$ cat src/rtl/tick_count_controller.sv
// tick_count_controller
// Command-driven sequencer sitting directly in front of a 4-bit loadable
// counter. Accepts a length command (1..16 events), presets the counter to
// (16 - len) mod 16, gates event ticks into the counter's count enable and
// watches its terminal-count output to detect completion.
//
// Ports:
//   clk, rst_n             clock (rising edge), async active-low reset
//   req_valid/req_ready    command handshake; req_ready high only in IDLE
//   req_len[3:0]           event count, 0 encodes 16
//   tick_in                one-cycle event strobe
//   abort                  cancel the active command
//   cnt_tc                 terminal count from the counter
//   cnt_rst_n              counter sync clear (registered, active low)
//   cnt_spe_n              counter parallel load (active low, state decode)
//   cnt_te                 counter count enable (tick_in gated in RUN)
//   cnt_p[3:0]             counter preset value (registered)
//   busy                   command in LOAD or RUN
//   done / aborted         one-cycle completion / cancellation pulses
//
// Build option TICK_CTRL_AUTO_RELOAD_EN adds input cfg_reload: in RUN the
// terminal tick reloads the preset instead of wrapping and the sequencer
// stays in RUN, giving a gapless periodic divide-by-len.
module tick_count_controller (
  input  logic       clk,
  input  logic       rst_n,
  input  logic       req_valid,
  output logic       req_ready,
  input  logic [3:0] req_len,
  input  logic       tick_in,
  input  logic       abort,
  input  logic       cnt_tc,
`ifdef TICK_CTRL_AUTO_RELOAD_EN
  input  logic       cfg_reload,
`endif
  output logic       cnt_rst_n,
  output logic       cnt_spe_n,
  output logic       cnt_te,
  output logic [3:0] cnt_p,
  output logic       busy,
  output logic       done,
  output logic       aborted
);

  localparam int unsigned CNT_W = 4;

  localparam logic [1:0] ST_IDLE = 2'd0;
  localparam logic [1:0] ST_LOAD = 2'd1;
  localparam logic [1:0] ST_RUN  = 2'd2;

  logic [1:0]       state_q, state_d;
  logic [CNT_W-1:0] preset_q, preset_d;
  logic             done_q, done_d;
  logic             aborted_q, aborted_d;
  logic             clr_q, clr_d;
  logic             reload_c;
  logic             in_load_c;
  logic             in_run_c;

`ifdef TICK_CTRL_AUTO_RELOAD_EN
  assign reload_c = cfg_reload;
`else
  assign reload_c = 1'b0;
`endif

  assign in_load_c = (state_q == ST_LOAD);
  assign in_run_c  = (state_q == ST_RUN);

  // State and pulse registers
  always_ff @(posedge clk or negedge rst_n) begin
    if (!rst_n) begin
      state_q   <= ST_IDLE;
      preset_q  <= '0;
      done_q    <= 1'b0;
      aborted_q <= 1'b0;
      clr_q     <= 1'b0;
    end else begin
      state_q   <= state_d;
      preset_q  <= preset_d;
      done_q    <= done_d;
      aborted_q <= aborted_d;
      clr_q     <= clr_d;
    end
  end

  // Next-state and registered-output decode
  always_comb begin
    state_d   = state_q;
    preset_d  = preset_q;
    done_d    = 1'b0;
    aborted_d = 1'b0;
    clr_d     = 1'b0;
    case (state_q)
      ST_IDLE: begin
        if (req_valid) begin
          // (16 - len) mod 16; len = 0 (meaning 16) gives preset 0
          preset_d = CNT_W'(5'd16 - 5'(req_len));
          state_d  = ST_LOAD;
        end
      end
      ST_LOAD: begin
        // The counter still loads this cycle even when aborted
        if (abort) begin
          aborted_d = 1'b1;
          state_d   = ST_IDLE;
        end else begin
          state_d = ST_RUN;
        end
      end
      ST_RUN: begin
        // Abort outranks a coincident terminal tick
        if (abort) begin
          aborted_d = 1'b1;
          clr_d     = 1'b1;
          state_d   = ST_IDLE;
        end else if (cnt_tc) begin
          done_d = 1'b1;
          if (!reload_c) begin
            state_d = ST_IDLE;
          end
        end
      end
      default: begin
        state_d = ST_IDLE;
      end
    endcase
  end

  // Counter controls; te and the reload request must act in the same cycle
  assign cnt_te    = in_run_c & tick_in;
  assign cnt_spe_n = ~(in_load_c | (in_run_c & reload_c & cnt_tc & ~abort));
  assign cnt_rst_n = ~clr_q;
  assign cnt_p     = preset_q;

  assign req_ready = (state_q == ST_IDLE);
  assign busy      = in_load_c | in_run_c;
  assign done      = done_q;
  assign aborted   = aborted_q;

endmodule
$ cat config.mk
export PLATFORM = sky130hd
export DESIGN_NAME = tick_count_controller
export DESIGN_NICKNAME = d
export VERILOG_FILES = /design/src/rtl/tick_count_controller.sv
export SDC_FILE = /design/constraint.sdc
export NUM_CORES = 1
export LEC_CHECK = 0
export CAP_MARGIN = 20
export CORE_AREA = 4 4 41 43
export CTS_BUF_LIST = sky130_fd_sc_hd__clkbuf_16
export CTS_CLUSTER_DIAMETER = 150
export DETAILED_ROUTE_END_ITERATION = 10
export DIE_AREA = 0 0 45 47
export GPL_ROUTABILITY_DRIVEN = 1
export PLACE_DENSITY = 0.78
export SYNTH_ARGS = -nofsm -noshare
export SYNTH_HDL_FRONTEND = slang
export SYNTH_SLANG_ARGS = --single-unit
$ cat constraint.sdc
create_clock -name clk -period 1.6 [get_ports clk]
set_clock_uncertainty 0.15 [all_clocks]
set_input_delay 0.24 -clock clk [delete_from_list [all_inputs] [get_ports clk]]
set_output_delay 0.24 -clock clk [all_outputs]
set_load 0.005 [all_outputs]
# After elaboration in Yosys (flattened, before gate mapping)

Index checks and enable logic that the tools add are counted.

Bits in registers: 9
Latch bits: 0
Bits in writable memories: 0
ROM bits: 0
Bits of input ports: 10
Output and inout bits: 11
Logic and storage cells: 29
Memories: 0

Add/subtract/negate cells: 1
$mul: 0
Divide/modulo/power cells: 0
Magnitude comparators: 0
Equality and inequality tests: 4
Shift-type cells: 0
Multiplexer cells: 11
Bitwise operators: 4
Reduce and logical (&&, ||, !) cells: 4

Operators by type and width:

| operator                                             | number |
|---|---|
| 2-to-1 mux 2 bit                                     | 4 |
| 2-to-1 mux 1 bit                                     | 6 |
| one-hot mux 2 bit (3 select lines)                   | 1 |
| AND reduction 2 bit                                  | 2 |
| subtractor 1 x 4 -> 4 bit (first input constant)     | 1 |
| inequality test 3 bit (second input constant)        | 1 |
| equality test 2 x 1 -> 1 bit (second input constant) | 1 |
| equality test 2 bit (second input constant)          | 1 |
| logical NOT 2 bit                                    | 1 |
| inequality test 2 bit (second input constant)        | 1 |
| NOT 1 bit                                            | 2 |
| OR reduction 2 bit                                   | 1 |
| bitwise AND 1 bit                                    | 1 |
| bitwise OR 1 bit                                     | 1 |

# Longest topological paths before layout

Depth in word-level cells: 3
Mapped depth: 5
Mapped depth without buffers: 5

# Worst setup path before layout

OpenSTA, ideal clock, no wires.

Path type: register to register
Start point: register state_q[0]
End point: register preset_q[1] (netlist: cnt_p[1])
Library setup time: 0.125 ns
Arrival time: 1.083 ns
Required time: 1.325 ns
Slack: 0.242 ns
Stages on the path, launching flop included: 5
Path buffers: 0
Period minus slack after synthesis: 1.358 ns
Cells stage by stage: dfrtp_1 -> inv_1 -> ha_1 -> nand2_2 -> mux2_4

Longest elaborated chain between the ends: 2

RTL lines:

| element                              | RTL line | text |
|---|---|---|
| start: declaration                   | 51       | `logic [1:0] state_q, state_d;` |
| start signal: assignment             | 78       | `state_q <= state_d;` |
| logical NOT 2 bit                    | n/a      |  |
| net req_ready                        | 28       | `output logic req_ready,` |
| AND reduction 2 bit (no source line) | n/a      |  |
| end signal: assignment               | 79       | `preset_q <= preset_d;` |
| end: declaration                     | 52       | `logic [CNT_W-1:0] preset_q, preset_d;` |

The timed path passes the listed nets, and every way through them passes these cells.
A chain may end at the register's enable or synchronous reset.

# Worst setup path in the final report

Start point: register state_q[0]
End point: output cnt_spe_n

Longest elaborated chain between the ends: 2

RTL lines:

| element                      | RTL line | text |
|---|---|---|
| equality test 2 x 1 -> 1 bit | 66       | `assign in_load_c = (state_q == ST_LOAD);` |
| NOT 1 bit                    | 131      | `assign cnt_spe_n = ~(in_load_c \| (in_run_c & reload_c & cnt_tc & ~abort));` |
| end: declaration             | 37       | `output logic cnt_spe_n,` |

No other way between the ends.

==> results.txt <==
----------------------------------------------------
[Outcome]
  Result of the run ... completed

[Critical path]
  Sequence of cells on the critical path ... buf_4 -> ha_2 -> inv_2 -> clkdlybuf4s15_2
  CP delay by family, top ... flip-flops
  Number of buffers and inverters on the critical path ... 3
  Cell depth of the worst setup path ... 4
  Peak fanout along the critical path ... 2
  Number of cells on the worst reg-to-reg path ... 6
  Setup slack, reg-to-reg ... 0.09 ns
  Sort of element at the end of the critical path ... output pin
  Worst Path Arrival ... 1.16 ns
  Critical Path RT ... 1.21 ns
  Startpoint type of the worst setup path ... flip-flop
  Maximum single-stage delay on the critical path ... 0.38 ns
  Cell with the biggest individual delay on the critical path ... dfrtp_1
  Startpoint-to-endpoint class of the critical path ... flip-flop to output pin

[Worst hold path]
  Worst min-delay path category ... input pin to async pin

[Timing]
  Relative slew margins ... 72.2%
  Slew at the pin closest to its max-slew limit ... 0.415 ns
  PnR worst setup slack ... 0.0474 ns
  Post-route clock period utilization ... 97.0%
  Final hold viol count ... 0
  Minimum period implied by the final worst setup slack ... 1.55 ns
  Final count of pins violating max slew ... 0
  Setup total negative slack ... 0 ns
  Fmax achieved ... 0.644 GHz
  Final setup violating endpoints ... 0

[Logic synthesis]
  Biggest area consumer among synthesized cells ... dfrtp_1
  Synth Net Count ... 56
  Number of instances in the synthesized netlist ... 42
  Netlist area before placement ... 465 um2
  Area share of the largest cell type after synthesis ... 48.4%
  Cell types with the largest area share after synthesis ... dfrtp_1 (48%), ha_1 (11%), inv_1 (4.8%)
  Yosys Warn Count ... 0
  Register bit count reported by yosys ... 9
  Count of distinct cell types in the synthesized netlist ... 18
  Avg Cell Area, Syn ... 11.1 um2
  Sequential element share of the synthesized area ... 48.4%

[CTS]
  Clock edge transition at the registers on the reported setup and hold paths ... 0.04 ns
  Library cell used as clock root buffer ... clkbuf_16
  Maximum level of the CTS H-tree ... 1
  Number of buffers inserted during clock tree synthesis ... 3
  Clock tree sinks ... 9
  Maximum buffer depth of the clock tree ... 2
  Worst-Skew Late Latency ... 0.23 ns
  CTS tree ... yes

[Route]
  Met2 wire length ... 537 um
  Avg Vias per Cell ... 4.67
  Length of routed met3 wiring ... 84 um
  Via count ... 416
  WL met1 ... 428 um
  DRC viols ... 0
  Antenna Violating Nets Remaining ... 0
  Highest layer used for signal routing ... met4
  Detailed router's first-iteration violation count ... 4
  Total routed wirelength ... 1060 um
  Iteration count of the initial detailed-routing pass ... 4
  Post-DR wirelength/cell ... 11.9 um

[Layout]
  Number of antenna cells inserted ... 0
  Area growth from synthesis to layout ... 79.6%
  Most frequent cells in the layout ... clkdlybuf4s50_1 (16), dfrtp_1 (9), buf_4 (8)
  Layout cell share with drive strength beyond 1 ... 33.8%
  Fin nets ... 89
  Most common library cell in the layout ignoring fill and taps ... clkdlybuf4s50_1

[Global route]
  Number of antenna violations at the first check in global routing ... 0
  Global Route Usage Sum ... 11.6%
  Wire length of the first global-routing pass ... 1680 um
  Overall overflow remaining after global route ... 0
  Via count of the first global-routing pass ... 400
  Pin count of the biggest net entering global routing ... 10

[Pwr]
  PD cells ... 1810 mW/mm2
  VDD IR-drop max ... 0.00119 V
  Standby leakage power ... 0.398 nW

[Floorplan]
  Number of top-level design ports ... 21
  Area inside the core boundary ... 0.00130 mm2
  Vertical extent of the die ... 47 um
  Die area ... 0.00212 mm2
  Effective utilization at floorplan ... 35.8%
  Cell Rows ... 13
  Die width ... 45 um

[Job]
  Count of maximum capacitance violations ... 0

[Placement]
  Worst slack after detailed placement ... -0.118 ns
  Placer's final routability congestion estimate ... 0.680
  IO Port Bufs ... 20
  Detail Placement HPWL ... 750 um

----------------------------------------------------
layer usage:
metal / vias up / GRT usage, %
met5: - / 0
met1: 196 / 14.5
li1: 201 / -
met3: 2 / 4.60
met2: 17 / 17.5
met4: 0 / 5.26
state kept, by name, indices dropped and copies added, names as in the netlist:
name / cells
done: 1
aborted: 1
clr_q: 1
cnt_p: 4
state_q: 2
report_power, final:
group	total [W]	switching, W	internal, W
combinational	0.000707	0.000269	0.000438
sequential	0.000365	0.0000444	0.000321
clock	0.000437	0.000110	0.000327
cell type report:
type | instances | area (um2)
fillers | 112 | 465
repair buffers | 28 | 255
multi-input cells | 27 | 235
flip-flops and latches | 9 | 225
clock buffers | 3 | 75.1
inverters | 6 | 22.5
well taps | 15 | 18.8
clock inverters | 1 | 3.75
worst register-to-register path: stages (launching register included):
cell	delay (ns)
dfrtp_1	0.38
buf_4	0.14
ha_2	0.16
buf_4	0.13
nor3b_2	0.16
o21ai_1	0.16
o41ai_2	0.10
stage by stage:
stage	hold WS (ns)	util [%]	cells	instance area [um2]	total power, W
2_1_floorplan	-0.206	-	42	465	0.000618
3_3_place_gp	0.316	55.5	82	722	0.000988
6_report	0.159	64.2	89	836	0.00151
3_5_place_dp	0.320	55.5	82	722	0.000994
4_1_cts	0.172	63.7	88	830	0.00149
5_1_grt	0.195	64.2	89	836	0.00162
kinds of logic (layout without fill, tap and decap cells):
group	Yosys count	after routing	share of synthesized area, %
mux	1	1	3.22
xor+xnor	2	2	3.76
fa+ha+maj	4	4	10.8
compound gates	6	6	9.68
flops	9	9	48.4
simple gates	14	14	19.4
buf+inv	6	38	4.84
cells in the mapped netlist:
library cell / instances
o21ai_0: 3
nor2b_1: 2
xor2_1: 2
and3b_1: 1
mux2_4: 1
nor3b_2: 1
and2_1: 3
nand2b_1: 1
o21ai_1: 1
o41ai_2: 1
ha_1: 4
inv_1: 6
nor3_2: 1
nand2_2: 1
a21oi_2: 1
dfrtp_1: 9
nor2_1: 1
nand2_1: 3
worst paths after layout:
kind / startpoint / to
max: state_q[0] / cnt_spe_n
min: rst_n / state_q[1]
max reg2reg: state_q[1] / state_q[1]
min reg2reg: cnt_p[2] / cnt_p[2]
max in group asynchronous: rst_n / aborted
min in group clk: cnt_p[2] / cnt_p[2]
repair_timing:
action,in CTS,in global routing
pin swaps,0,0
buffers inserted,2,1
setup endpoints to repair,4,4
resized for setup,12,4
hold buffers,0,0
No activity file was read; power rests on OpenSTA's default activity.
